===== src/rtl/rf_exec_pkg.sv =====
// Shared definitions for the register-file execute sequencer: instruction
// field positions, ALU opcodes and FSM state encoding.
package rf_exec_pkg;

  localparam int INSTR_W = 16;

  localparam int OP_MSB  = 15;
  localparam int OP_LSB  = 13;
  localparam int RD_MSB  = 12;
  localparam int RD_LSB  = 10;
  localparam int RS_MSB  = 9;
  localparam int RS_LSB  = 7;
  localparam int RT_MSB  = 6;
  localparam int RT_LSB  = 4;
  localparam int IMM_MSB = 3;
  localparam int IMM_LSB = 0;

  localparam logic [2:0] OP_ADD  = 3'd0;
  localparam logic [2:0] OP_SUB  = 3'd1;
  localparam logic [2:0] OP_AND  = 3'd2;
  localparam logic [2:0] OP_OR   = 3'd3;
  localparam logic [2:0] OP_XOR  = 3'd4;
  localparam logic [2:0] OP_SLT  = 3'd5;
  localparam logic [2:0] OP_SLL  = 3'd6;
  localparam logic [2:0] OP_ADDI = 3'd7;

  typedef enum logic [1:0] {
    S_IDLE = 2'd0,
    S_READ = 2'd1,
    S_EXEC = 2'd2,
    S_WB   = 2'd3
  } state_e;

endpackage


===== src/rtl/rf_alu.sv =====
// Combinational 8-op ALU; all arithmetic wraps modulo 2^DATA_W.
module rf_alu
  import rf_exec_pkg::*;
#(
  parameter int DATA_W = 8
) (
  input  logic [2:0]        op,
  input  logic [DATA_W-1:0] a,
  input  logic [DATA_W-1:0] b,
  input  logic [3:0]        imm4,
  output logic [DATA_W-1:0] y
);

  logic [DATA_W-1:0] imm_sext;

  assign imm_sext = {{(DATA_W-4){imm4[3]}}, imm4};

  // NOTE: y is assigned before the case so no path through the block can infer a latch.
  always_comb begin
    y = '0;
    case (op)
      OP_ADD:  y = a + b;
      OP_SUB:  y = a - b;
      OP_AND:  y = a & b;
      OP_OR:   y = a | b;
      OP_XOR:  y = a ^ b;
      OP_SLT:  y = ($signed(a) < $signed(b)) ? DATA_W'(1) : '0;
      OP_SLL:  y = a << imm4[2:0];
      OP_ADDI: y = a + imm_sext;
      default: y = '0;
    endcase
  end

endmodule


===== src/rtl/rf_exec_sequencer.sv =====
// Four-cycle IDLE->READ->EXEC->WB sequencer driving an external 8x8 register
// file; one instruction in flight, no pipelining.
module rf_exec_sequencer
  import rf_exec_pkg::*;
#(
  parameter int DATA_W = 8,
  parameter int ADDR_W = 3,
  parameter int CNT_W  = 16
) (
  input  logic               Clk,
  input  logic               Rst_n,
  input  logic               instr_valid,
  output logic               instr_ready,
  input  logic [INSTR_W-1:0] instr,
  output logic [ADDR_W-1:0]  RX,
  output logic [ADDR_W-1:0]  RY,
  input  logic [DATA_W-1:0]  busX,
  input  logic [DATA_W-1:0]  busY,
  output logic [ADDR_W-1:0]  RW,
  output logic               WEN,
  output logic [DATA_W-1:0]  busW,
  output logic               done,
  output logic [DATA_W-1:0]  result,
  output logic [CNT_W-1:0]   retired
);

  state_e              state_q,   state_d;
  logic [INSTR_W-1:0]  instr_q,   instr_d;
  logic [DATA_W-1:0]   op_a_q,    op_a_d;
  logic [DATA_W-1:0]   op_b_q,    op_b_d;
  logic [DATA_W-1:0]   alu_q,     alu_d;
  logic [DATA_W-1:0]   result_q,  result_d;
  logic [CNT_W-1:0]    retired_q, retired_d;
  logic [DATA_W-1:0]   alu_y;

  rf_alu #(.DATA_W(DATA_W)) u_alu (
    .op   (instr_q[OP_MSB:OP_LSB]),
    .a    (op_a_q),
    .b    (op_b_q),
    .imm4 (instr_q[IMM_MSB:IMM_LSB]),
    .y    (alu_y)
  );

  always_comb begin
    state_d   = state_q;
    instr_d   = instr_q;
    op_a_d    = op_a_q;
    op_b_d    = op_b_q;
    alu_d     = alu_q;
    result_d  = result_q;
    retired_d = retired_q;
    case (state_q)
      S_IDLE: begin
        if (instr_valid) begin
          instr_d = instr;
          state_d = S_READ;
        end
      end
      S_READ: begin
        op_a_d  = busX;
        op_b_d  = busY;
        state_d = S_EXEC;
      end
      S_EXEC: begin
        alu_d   = alu_y;
        state_d = S_WB;
      end
      S_WB: begin
        result_d  = alu_q;
        retired_d = retired_q + CNT_W'(1);
        state_d   = S_IDLE;
      end
      default: state_d = S_IDLE;
    endcase
  end

  // NOTE: state registers use non-blocking assignments so every flop samples pre-edge values.
  always_ff @(posedge Clk or negedge Rst_n) begin
    if (!Rst_n) begin
      state_q   <= S_IDLE;
      instr_q   <= '0;
      op_a_q    <= '0;
      op_b_q    <= '0;
      alu_q     <= '0;
      result_q  <= '0;
      retired_q <= '0;
    end else begin
      state_q   <= state_d;
      instr_q   <= instr_d;
      op_a_q    <= op_a_d;
      op_b_q    <= op_b_d;
      alu_q     <= alu_d;
      result_q  <= result_d;
      retired_q <= retired_d;
    end
  end

  // Write enable is decoded from the state flop, so reset drops it asynchronously.
  assign instr_ready = (state_q == S_IDLE);
  assign WEN         = (state_q == S_WB);
  assign done        = WEN;
  assign RX          = instr_q[RS_MSB:RS_LSB];
  assign RY          = instr_q[RT_MSB:RT_LSB];
  assign RW          = instr_q[RD_MSB:RD_LSB];
  assign busW        = alu_q;
  assign result      = result_q;
  assign retired     = retired_q;

endmodule


===== config.mk =====
export PLATFORM = sky130hd
export DESIGN_NAME = rf_exec_sequencer
export DESIGN_NICKNAME = d
export VERILOG_FILES = /design/src/rtl/rf_exec_pkg.sv /design/src/rtl/rf_alu.sv /design/src/rtl/rf_exec_sequencer.sv
export SDC_FILE = /design/constraint.sdc
export NUM_CORES = 1
export LEC_CHECK = 0
export ABC_AREA = 1
export CAP_MARGIN = 20
export CORE_ASPECT_RATIO = 1.1
export CORE_MARGIN = 2
export CORE_UTILIZATION = 48
export DETAILED_ROUTE_END_ITERATION = 10
export PLACE_DENSITY = 0.75
export SKIP_LAST_GASP = 1
export SYNTH_ARGS = -nofsm -noshare
export SYNTH_HDL_FRONTEND = slang
export SYNTH_SLANG_ARGS = --single-unit
export TNS_END_PERCENT = 5

===== constraint.sdc =====
create_clock -name Clk -period 2.18 [get_ports Clk]
set_input_delay 0.327 -clock Clk [delete_from_list [all_inputs] [get_ports Clk]]
set_output_delay 0.327 -clock Clk [all_outputs]
set_load 0.05 [all_outputs]

Yosys cells after proc, flatten, opt, wreduce, memory -nomap -nowiden
Cells that the tools add are included.

Bits in registers: 66. Bits of input ports: 35. Output and inout port bits: 44. Logic and storage cells: 34.

Add/subtract/negate cells: 4. Order comparisons: 1. Equality and inequality tests: 11. Shifts and indexed selects: 1. Mux-type cells: 4. Bitwise operators: 3. Reductions and logical operators: 3.

Operator list (count): 8-bit case mux with 8 select lines (1); 16-bit by 1-bit adder with 16-bit output (second input constant) (1); 8-bit adder (2); 3-bit equality test (second input constant) (4); 8-bit bitwise AND (1); 8-bit less-than comparator (1); 8-bit OR (1); 2-bit case mux with 4 select lines (1); 8-bit by 3-bit left shift with 8-bit output (1); 8-bit subtractor (1); 8-bit bitwise XOR (1); 3-bit by 2-bit equality test with 1-bit output (second input constant) (2); 2-bit equality test (second input constant) (2); 3-bit by 1-bit equality test with 1-bit output (second input constant) (1); 3-bit zero test (1); 2-bit by 1-bit equality test with 1-bit output (second input constant) (1); 2-bit zero test (1); 2-bit 2-to-1 mux (1); 2-bit inequality test (second input constant) (1); 2-bit AND reduction (1); 1-bit 2-to-1 mux (1).

Logic depth before layout (Yosys ltp)
Gate-level depths: netlist of the first run.

Depth after elaboration: 3. Gate-level depth with buffers: 18. Mapped depth without buffers: 17.

Modules after synthesis
A second synthesis of the first run with hierarchy kept.

Cell total of the unflattened synthesis: 572. Area, all modules: 4608.2 um^2.

Modules (own cells, without submodules): rf_exec_sequencer (instances 1, cells each 253, area each 2830.2 um^2); rf_alu (instances 1, cells each 319, area each 1778.0 um^2).

Least setup slack after synthesis of the first run
OpenSTA, ideal clock, no wires.

Path kind: register -> register. Start: register instr_q[14]. End: register alu_q[4], in the netlist busW[4]. Arrival: 1.967 ns. Path slack: 0.095 ns. Cell stages (with the launch flop): 15. Clock period less this slack: 2.085 ns. Path through: dfrtp_1 -> buf_4 -> nand3_2 -> o21ai_0 -> ha_1 -> inv_1 -> fa_1 -> inv_1 -> nand3_1 -> nand3_1 -> xor2_1 -> o21ai_0 -> inv_1 -> nand2_1 -> nand2_1.

Word-level cells in the longest chain between the ends: 2. Elaborated cells between the ends (all ways): 9. Classes of those cells: 7 x eq/ne; 1 x mux; 1 x reduce/logical.

Ends and longest elaborated chain: start: declaration (line rf_exec_sequencer.sv:28) `logic [INSTR_W-1:0] instr_q, instr_d;`; start signal: assignment (line rf_exec_sequencer.sv:89) `instr_q <= instr_d;`; 3-bit equality test (tied with other cells) (line rf_alu.sv:21) `case (op)`; 8-bit case mux with 8 select lines * (line rf_alu.sv:21); end signal: assignment (line rf_exec_sequencer.sv:92) `alu_q <= alu_d;`; end: declaration (line rf_exec_sequencer.sv:31) `logic [DATA_W-1:0] alu_q, alu_d;`.

Mark *: on every way between the ends. The rest lies on a longest branch, timed or not. A chain may end at the register's enable or synchronous reset.

Worst setup path after layout of the first run
Start: register instr_q[15]. End: register alu_q[5], in the netlist busW[5].

Same word-level chain as after synthesis.

==> summary.txt, run 1 <==
Critical path
  • Setup Crit Path Kind: register to register
  • Startpoint types: register
  • Max Fanout on Critical Path: 6
  • Critical Path RT: 2.43 ns
  • Worst path arrival time: 2.37 ns
  • Setup crit end kind: register

Route
  • DR vias: 4011
  • DR iter-0 viols: 249
  • Top sig layer: met4
  • # DRC: 0
  • Vias per cell: 5.19
  • Met3 Wirelength: 639 um
  • Drt total wl: 11600 um
  • Antenna-violating nets left: 0
  • DR pass1 iterations: 6
  • Met2 wire length: 5710 um
  • DRT met1 WL: 5070 um
  • Wire length per cell: 15.0 um

Timing
  • Fmax: 471 MHz
  • RSZ-0062 raised after global routing: true
  • Minimum clock period after layout: 2.12 ns
  • Hold Violations, Final: 0
  • Final WS setup: 0.0590 ns
  • Setup Skew: 0.00919 ns
  • Setup TNS: 0 ns
  • Worst rel slew slack: 65.4%
  • Slew @ Worst Pin: 0.518 ns
  • Tcrit/Tclk final: 97.3%
  • Max Transition Viols Final: 0
  • Setup-failing EPs final: 0

Logic synthesis
  • Count of cell types in the netlist: 36
  • Post-Syn Nets: 628
  • Ys flop type: dfrtp_1
  • Synth top area share: 37.7%
  • Register area share after synthesis: 37.7%
  • Synth Area per Inst: 7.89 um^2
  • Post-synth ARST share: 100%
  • Top cells by area, synth: dfrtp_1 (38%), ha_1 (10%), nand2_1 (10%)
  • Ys Warns: 0
  • Yosys top cell by area: dfrtp_1
  • Count of state elements after synthesis: 66
  • Synthesized cell area: 4380 um^2
  • Syn Inst Count: 555
  • Post-synth EDFFs: 0

Run status
  • Status: complete, no violations

Floorplan
  • Num ports: 79
  • Horiz. Die Dim: 95.1 um
  • Starting Density: 49.4%
  • Die Y: 104 um
  • Die ar.: 9900 um^2
  • Core Area: 8870 um^2
  • FP Rows: 36

Layout
  • Design area: 5700 um^2
  • Most frequent cells in the layout: nand2_1 (118), inv_1 (82), clkdlybuf4s50_1 (74)
  • Antenna fix cells: 0
  • Final core utilization: 64.3%
  • Syn-to-layout area delta: 30.3%
  • Filler cells: 755
  • Final net count: 727
  • Share of cells above drive strength 1: 14.1%
  • Most common cell after layout, fill and taps aside: nand2_1

Clock tree
  • CTS Sinks: 66
  • Clk_lat worst skew: 0.35 ns
  • H-tree levels: 3
  • Root Driver: clkbuf_8
  • CTS Buf Count: 9
  • CTS tree: built
  • Clock-pin slew on the worst setup and hold paths: 0.08 ns
  • Max Root-Sink Buffers: 2

Placement
  • RD Place Congestion: 0.985
  • IO Port Bufs: 78
  • DP Area: 5370 um^2
  • Post-DP HPWL: 8920 um
  • DP Worst Slack: 0.0533 ns

Global routing
  • Initial antenna violation count: 0
  • Number of global-route vias before repair: 3854
  • Largest net degree at the start of global routing: 47
  • Global-route wire length before repair: 18500 um
  • Gr ovfl total: 0
  • GRT Util Overall: 23.9%

Flow run
  • Max-cap violations: 0

Worst hold path
  • Hold crit path type: input pin to asynchronous set/reset pin
## metrics by stage
step / hold WS [ns] / std cells
after global placement: 0.330 / 749
after CTS: 0.501 / 766
final: 0.480 / 773
after global routing: 0.520 / 773
after detailed placement: 0.339 / 749
after floorplan: 0.0314 / 555
## worst paths after layout
check / start / slack, ns / cells after the start / endpoint
setup / recovery: instr_q[15] / 0.06 / 15 / busW[5]
setup reg to reg: instr_q[15] / 0.06 / 15 / busW[5]
hold / removal: Rst_n / 0.48 / 2 / op_b_q[4]
min in group Clk: instr_q[5] / 0.51 / 1 / instr_q[5]
max in group asynchronous: Rst_n / 1.09 / 3 / op_a_q[1]
hold reg to reg: instr_q[5] / 0.51 / 1 / instr_q[5]
## cell families (layout without fill, tap and decap cells)
family / after synthesis / count (layout) / share of synthesized area, %
XOR/XNOR: 17 / 17 / 3.40
flip-flops: 66 / 66 / 37.7
AND/OR/NAND/NOR: 233 / 233 / 23.4
buffers and inverters: 109 / 213 / 10.6
multiplexers: 18 / 18 / 4.63
adder cells (fa/ha/maj): 38 / 38 / 11.2
AO/OA/AOI/OAI: 74 / 74 / 9.03
## flip-flops by register name, summed over array words and instances, names as in the netlist
signal,cells
op_b_q,8
instr_q,16
state_q,2
retired,16
result,8
op_a_q,8
busW,8
## synthesized netlist by cell type, types with 2 or more instances
master    instances
mux2_2           18
clkbuf_1          5
nor3_1            5
xnor2_1           4
nand3_1          37
nand4_1          12
inv_1            82
xor2_1           13
nand2_1         118
nor2_1           47
dfrtp_1          66
fa_1              2
o211ai_1          5
nand3_2           3
nor2_2            3
inv_2             4
buf_4            14
buf_2             2
o21ai_0          40
ha_1             36
a21oi_1          24
## area by class of cell
type | instances | area, um^2 | share of cell area, %
well taps | 114 | 143 | 2.50
clock buffers | 11 | 131 | 2.30
clock inverters | 5 | 55.1 | 0.965
repair buffers | 110 | 1060 | 18.6
flip-flops and latches | 66 | 1650 | 29.0
multi-input cells | 380 | 2340 | 41.0
inverters | 87 | 327 | 5.72
## worst max-delay path, cell delays in order, from the launching register on
cell and delay (ns):
dfrtp_1 0.43, nand3_4 0.15, buf_4 0.15, inv_1 0.08, o21ai_1 0.12, inv_1 0.09
ha_4 0.30, nand2_1 0.09, inv_1 0.08, nand4_1 0.13, nand3_1 0.11, nand2_1 0.05
nand3_1 0.06, nand2_1 0.05, nor2_1 0.10, nor2_1 0.04
## repair_timing
action                                  CTS  global route
resized for setup                         0            24
endpoints found under the hold margin    20             0
hold buffers                              1             0
setup buffers                             0             7
endpoints found under the setup margin    0             7
## layer usage
| layer | up-vias | global-route usage (%) |
|---|---|---|
| met5 | - | 0 |
| met4 | 0 | 8.07 |
| met3 | 15 | 3.62 |
| met2 | 138 | 39.5 |
| met1 | 1897 | 31.6 |
| li1 | 1961 | - |
Power of run 1 is left out: the tool's default activity adds up to more than one toggle a clock period on the data nets, which glitch-free logic cannot reach.
==> inputs of run 2 (changes only) <==
CORE_UTILIZATION = 53   (was 48)
PLACE_DENSITY = 0.78   (was 0.75)
clock period = 2.2 ns   (was 2.18 ns; I/O delays follow)
==> run 2 against run 1 <==
  * The run now ends with negative hold slack left
  * Core utilization increased by 7.7 points
  * Setup slack lost 0.023 ns
  * Clock skew grew 0.0047 ns
  * Count of clock-buffer cells in the layout shrank 1
  * Flip-flop and latch count is the same
  * Non-clock buffer count down 10
  * Sequential share of layout area is 0.10 points lower
  * Die area decreased by 9.1%
  * Highest routed layer unchanged
  * Worst hold slack got worse by 0.51 ns
  * Critical path depth is 3 higher
  * Global-route usage increased by 2.7 points
==> summary.txt, run 2 (synthesized netlist as in run 1, its figures left out) <==
Layout
  • Share of cells above drive strength 1: 14.8%
  • Most common cell after layout, fill and taps aside: nand2_1
  • Syn-to-layout area delta: 30.7%
  • Antenna fix cells: 0
  • Final net count: 717
  • Most frequent cells in the layout: nand2_1 (112), inv_1 (78), clkdlybuf4s50_1 (74)

Global routing
  • Largest net degree at the start of global routing: 67
  • GRT Util Overall: 26.6%
  • Number of global-route vias before repair: 3926
  • Initial antenna violation count: 0
  • Global-route wire length before repair: 18900 um
  • Gr ovfl total: 0

Route
  • Wire length per cell: 15.7 um
  • DR pass1 iterations: 5
  • Antenna-violating nets left: 0
  • Vias per cell: 5.30
  • DR iter-0 viols: 225
  • Drt total wl: 11900 um
  • DR vias: 4012
  • # DRC: 0

Placement
  • Post-DP HPWL: 8960 um
  • DP Worst Slack: -0.0270 ns
  • RD Place Congestion: 0.956
  • IO Port Bufs: 78

Critical path
  • Setup crit end kind: register
  • Reg2reg end: busW[7]
  • Cells on worst reg2reg path: 18
  • Crit-path most repeated cell: nand2_1
  • R2R setup slack: 0.04 ns
  • Critical path's top delay family: simple AND/OR/NAND/NOR gates
  • Crit path max-delay cell type: dfrtp_1
  • Worst path buffer plus inverter count: 5
  • Worst path arrival time: 2.40 ns
  • Setup Crit Path Kind: register to register
  • Max incr delay on CP: 0.43 ns
  • Worst R2R Start: instr_q[14]
  • Max Fanout on Critical Path: 6
  • CP cell instances: nand3_4, buf_6, clkinvlp_4, o21ai_1, inv_1, ha_4, nand2_2, nand2_2, nand2_2, nand2_2, inv_2, nand2_1, nand2_1, nand3_2, nand2_1, inv_1, nand2_1, nand2_1
  • Startpoint types: register
  • Critical Path RT: 2.44 ns

Timing
  • Min Hold Slack: -0.0288 ns
  • Tcrit/Tclk final: 98.4%
  • Worst rel slew slack: 64.6%
  • Minimum clock period after layout: 2.16 ns
  • Setup-failing EPs final: 0
  • Final WS setup: 0.0355 ns
  • Fmax: 462 MHz
  • Hold Violations, Final: 10
  • Max Transition Viols Final: 0
  • Setup Skew: 0.0139 ns
  • Slew @ Worst Pin: 0.530 ns
  • RSZ-0062 raised after global routing: true

Clock tree
  • CTS Sinks: 66
  • Max Root-Sink Buffers: 2
  • CTS Hold Buffers Added: 0
  • Root Driver: clkbuf_8
  • Clk_lat worst skew: 0.36 ns
  • CTS Buf Count: 9
  • Clock-pin slew on the worst setup and hold paths: 0.09 ns
  • H-tree levels: 3
  • CTS tree: built

Worst hold path
  • Hold crit path type: input pin to asynchronous set/reset pin

Floorplan
  • Die ar.: 9010 um^2
  • Horiz. Die Dim: 90.7 um
  • Die Y: 99.3 um
  • Starting Density: 55.0%
  • Num ports: 79
  • Core Area: 7960 um^2
  • FP Rows: 34

Flow run
  • Max-cap violations: 0

Run status
  • Status: finished, violations left
  • Failing checks: negative hold slack
-- run 2: worst max-delay path by stage --
stage	to	slack, ns	from	depth (start not counted)
2_1_floorplan	busW[4]	0.12	instr_q[14]	14
3_3_place_gp	busW[5]	0.05	instr_q[15]	14
3_5_place_dp	busW[7]	-0.03	instr_q[14]	17
4_1_cts	busW[7]	0.01	instr_q[14]	16
5_1_grt	busW[4]	-0.1	instr_q[14]	14
6_report	busW[7]	0.04	instr_q[14]	18
-- run 2: repair_timing --
item | CTS | global route
endpoints found under the hold margin | 0 | 0
resized for setup | 2 | 34
setup endpoints to repair | 3 | 6
pin swaps | 1 | 15
buffers inserted | 1 | 2
cloned | 0 | 0
-- run 2: area by class of cell --
cell class	instances	area [um^2]
tap	108	135
clock inverter	6	111
timing repair buffer	100	982
clock buffer	10	138
multi-input combinational	380	2380
sequential	66	1650
fill	619	2230
inverter	87	330
-- run 2: metal layers --
layer / share of wire (%) / vias up / global-route usage (%) / wire, um
met1: 43 / 1907 / 32.4 / 5070
met3: 4.5 / 30 / 4.62 / 536
li1: - / 1947 / - / -
met5: 0 / - / 0 / 0
met2: 50 / 128 / 46.9 / 5940
met4: 2.8 / 0 / 10.7 / 329
-- run 2: per-stage QoR --
stage	cells	setup TNS, ns	utilization (%)	cell area, um^2	hold slack [ns]
after floorplan	555	0	-	4380	0.0344
after global placement	738	0	66.9	5320	0.371
after detailed placement	738	-0.0270	66.9	5320	0.378
after CTS	755	0	70.3	5590	0.00178
after global routing	757	-0.362	72.0	5720	0.0148
final	757	0	72.0	5720	-0.0288
Power of run 2 is left out for the same reason.
==> inputs of run 3 (changes only) <==
GPL_TIMING_DRIVEN = 0   (was default)
clock period = 2.1 ns   (was 2.2 ns; I/O delays follow)
==> run 3 against run 2 <==
  * The run ends with negative setup slack left
  * First-iteration DRC count fell by 11%
  * Worst hold slack improved by 0.092 ns
  * Core utilization fell by 1.5 points
  * Flip-flop and latch count did not move
  * Setup slack got worse by 0.087 ns
  * Wire length fell by 6.0%
==> summary.txt, run 3 (synthesized netlist as in run 1, its figures left out) <==
Critical path
  • Worst path buffer plus inverter count: 1
  • Critical path's top delay family: buffers and inverters
  • Total number of cells along the worst setup path: 2
  • Startpoint types: register
  • Worst path arrival time: 1.84 ns
  • Setup Crit Path Kind: register to output pin
  • Max incr delay on CP: 0.84 ns
  • CP cell instances: ha_1, clkdlybuf4s50_1
  • Setup crit end kind: output pin
  • Crit path max-delay cell type: clkdlybuf4s50_1
  • Max Fanout on Critical Path: 6
  • Cells on worst reg2reg path: 15
  • Critical Path RT: 1.78 ns

Flow run
  • Max-cap violations: 0

Timing
  • Hold Violations, Final: 0
  • RSZ-0062 raised after global routing: true
  • Tcrit/Tclk final: 102%
  • Final WS setup: -0.0512 ns
  • Setup Skew: 0.0100 ns
  • Setup TNS: -0.241 ns
  • Minimum clock period after layout: 2.15 ns
  • Fmax: 465 MHz
  • Setup-failing EPs final: 7
  • Worst rel slew slack: 43.2%
  • Slew @ Worst Pin: 0.851 ns
  • Max Transition Viols Final: 0
  • Min Hold Slack: 0.0632 ns

Route
  • Antenna-violating nets left: 0
  • DR iter-0 viols: 201
  • DR vias: 3963
  • Drt total wl: 11200 um
  • Wire length per cell: 14.7 um
  • Vias per cell: 5.21
  • DR pass1 iterations: 5
  • # DRC: 0

Global routing
  • Largest net degree at the start of global routing: 67
  • Global-route wire length before repair: 18000 um
  • GRT Util Overall: 25.4%
  • Initial antenna violation count: 0
  • Gr ovfl total: 0
  • Number of global-route vias before repair: 3745

Floorplan
  • Die ar.: 9010 um^2
  • FP Rows: 34
  • Starting Density: 55.0%
  • Die Y: 99.3 um
  • Horiz. Die Dim: 90.7 um
  • Num ports: 79
  • Core Area: 7960 um^2

Clock tree
  • Clk_lat worst skew: 0.34 ns
  • CTS Buf Count: 9
  • Root Driver: clkbuf_8
  • CTS tree: built
  • H-tree levels: 3
  • Max Root-Sink Buffers: 2
  • CTS Sinks: 66
  • CTS Hold Buffers Added: 0
  • Clock-pin slew on the worst setup and hold paths: 0.08 ns

Layout
  • Syn-to-layout area delta: 27.9%
  • Share of cells above drive strength 1: 11.9%
  • Most common cell after layout, fill and taps aside: nand2_1
  • Final core utilization: 70.4%
  • Final net count: 721
  • Post-Layout Cell Count: 761
  • Filler cells: 677
  • Antenna fix cells: 0
  • Most frequent cells in the layout: nand2_1 (118), inv_1 (82), clkdlybuf4s50_1 (75)

Pwr
  • Clock network fraction of total power: 11.8%
  • Switch share: 51.7%
  • Internal power: 5.01 mW
  • VDD IR max: 0.000911 V
  • Power Density: 1850 nW/um^2
  • Sequential share of power: 22.1%
  • Comb power frac: 66.1%
  • Net Switching: 5.35 mW
  • Pleak: 2.78 nW

Run status
  • Failing checks: negative setup slack
  • Status: finished, violations left

Placement
  • IO Port Bufs: 78
  • DP Worst Slack: -0.324 ns
  • Post-DP HPWL: 8700 um
  • RD Place Congestion: 0.989
  • Placed insts: 741

Worst hold path
  • Hold crit path type: input pin to asynchronous set/reset pin
run 3: cell count changes in the layout (fill, tap and decap cells not counted), sizes merged:
cell and delta:
buf -5, clkbuf +5, bufinv -1, clkdlybuf4s50 +1, clkinvlp +1, dlygate4sd2 +1, dlymetal6s2s +1, inv +1
run 3: cell type report:
type	count	area, um^2	share of cell area [%]
clock buffers	9	124	2.21
multi-input cells	380	2310	41.3
clock inverters	7	103	1.83
flip-flops and latches	66	1650	29.5
inverters	87	328	5.85
plain buffers	22	139	2.48
well taps	108	135	2.41
repair buffers	82	810	14.5
run 3: final timing paths:
kind                             start        end  slack [ns]
max                         state_q[1]        WEN       -0.05
min                              Rst_n  op_b_q[6]        0.06
max reg2reg                instr_q[14]    busW[5]       -0.05
min reg2reg                    busW[6]    busW[6]        0.50
max in group asynchronous        Rst_n  op_b_q[7]        1.46
min in group Clk               busW[6]    busW[6]        0.50
run 3: per-layer routing:
layer,part of all wire (%),global-route usage [%],up-vias
met3,5.2,4.70,16
met4,2.1,8.17,0
met1,44,32.6,1862
met2,48,43.6,128
li1,-,-,1957
met5,0,0,-
run 3: through the flow:
step           area (um^2)  total power [mW]
2_1_floorplan         4380              7.02
3_3_place_gp          5300              8.68
3_5_place_dp          5290              8.87
4_1_cts               5540              10.2
5_1_grt               5600              11.2
6_report              5600              10.4
run 3: power groups by stage:
stage	sequential (mW)	combinational, mW	clock [mW]
finish	2.29	6.85	1.22
global route	2.37	7.56	1.30
CTS	2.27	6.66	1.25
detailed placement	2.29	6.57	0
global placement	2.27	6.41	0
floorplan	2.85	4.17	0
run 3: timing repair:
action                                 CTS  global route
resized for setup                        6             9
pin swaps                                1             2
setup buffers                            2             2
endpoints found under the hold margin    0             0
setup endpoints to repair               10             9
Power figures use the tool's default switching activity.
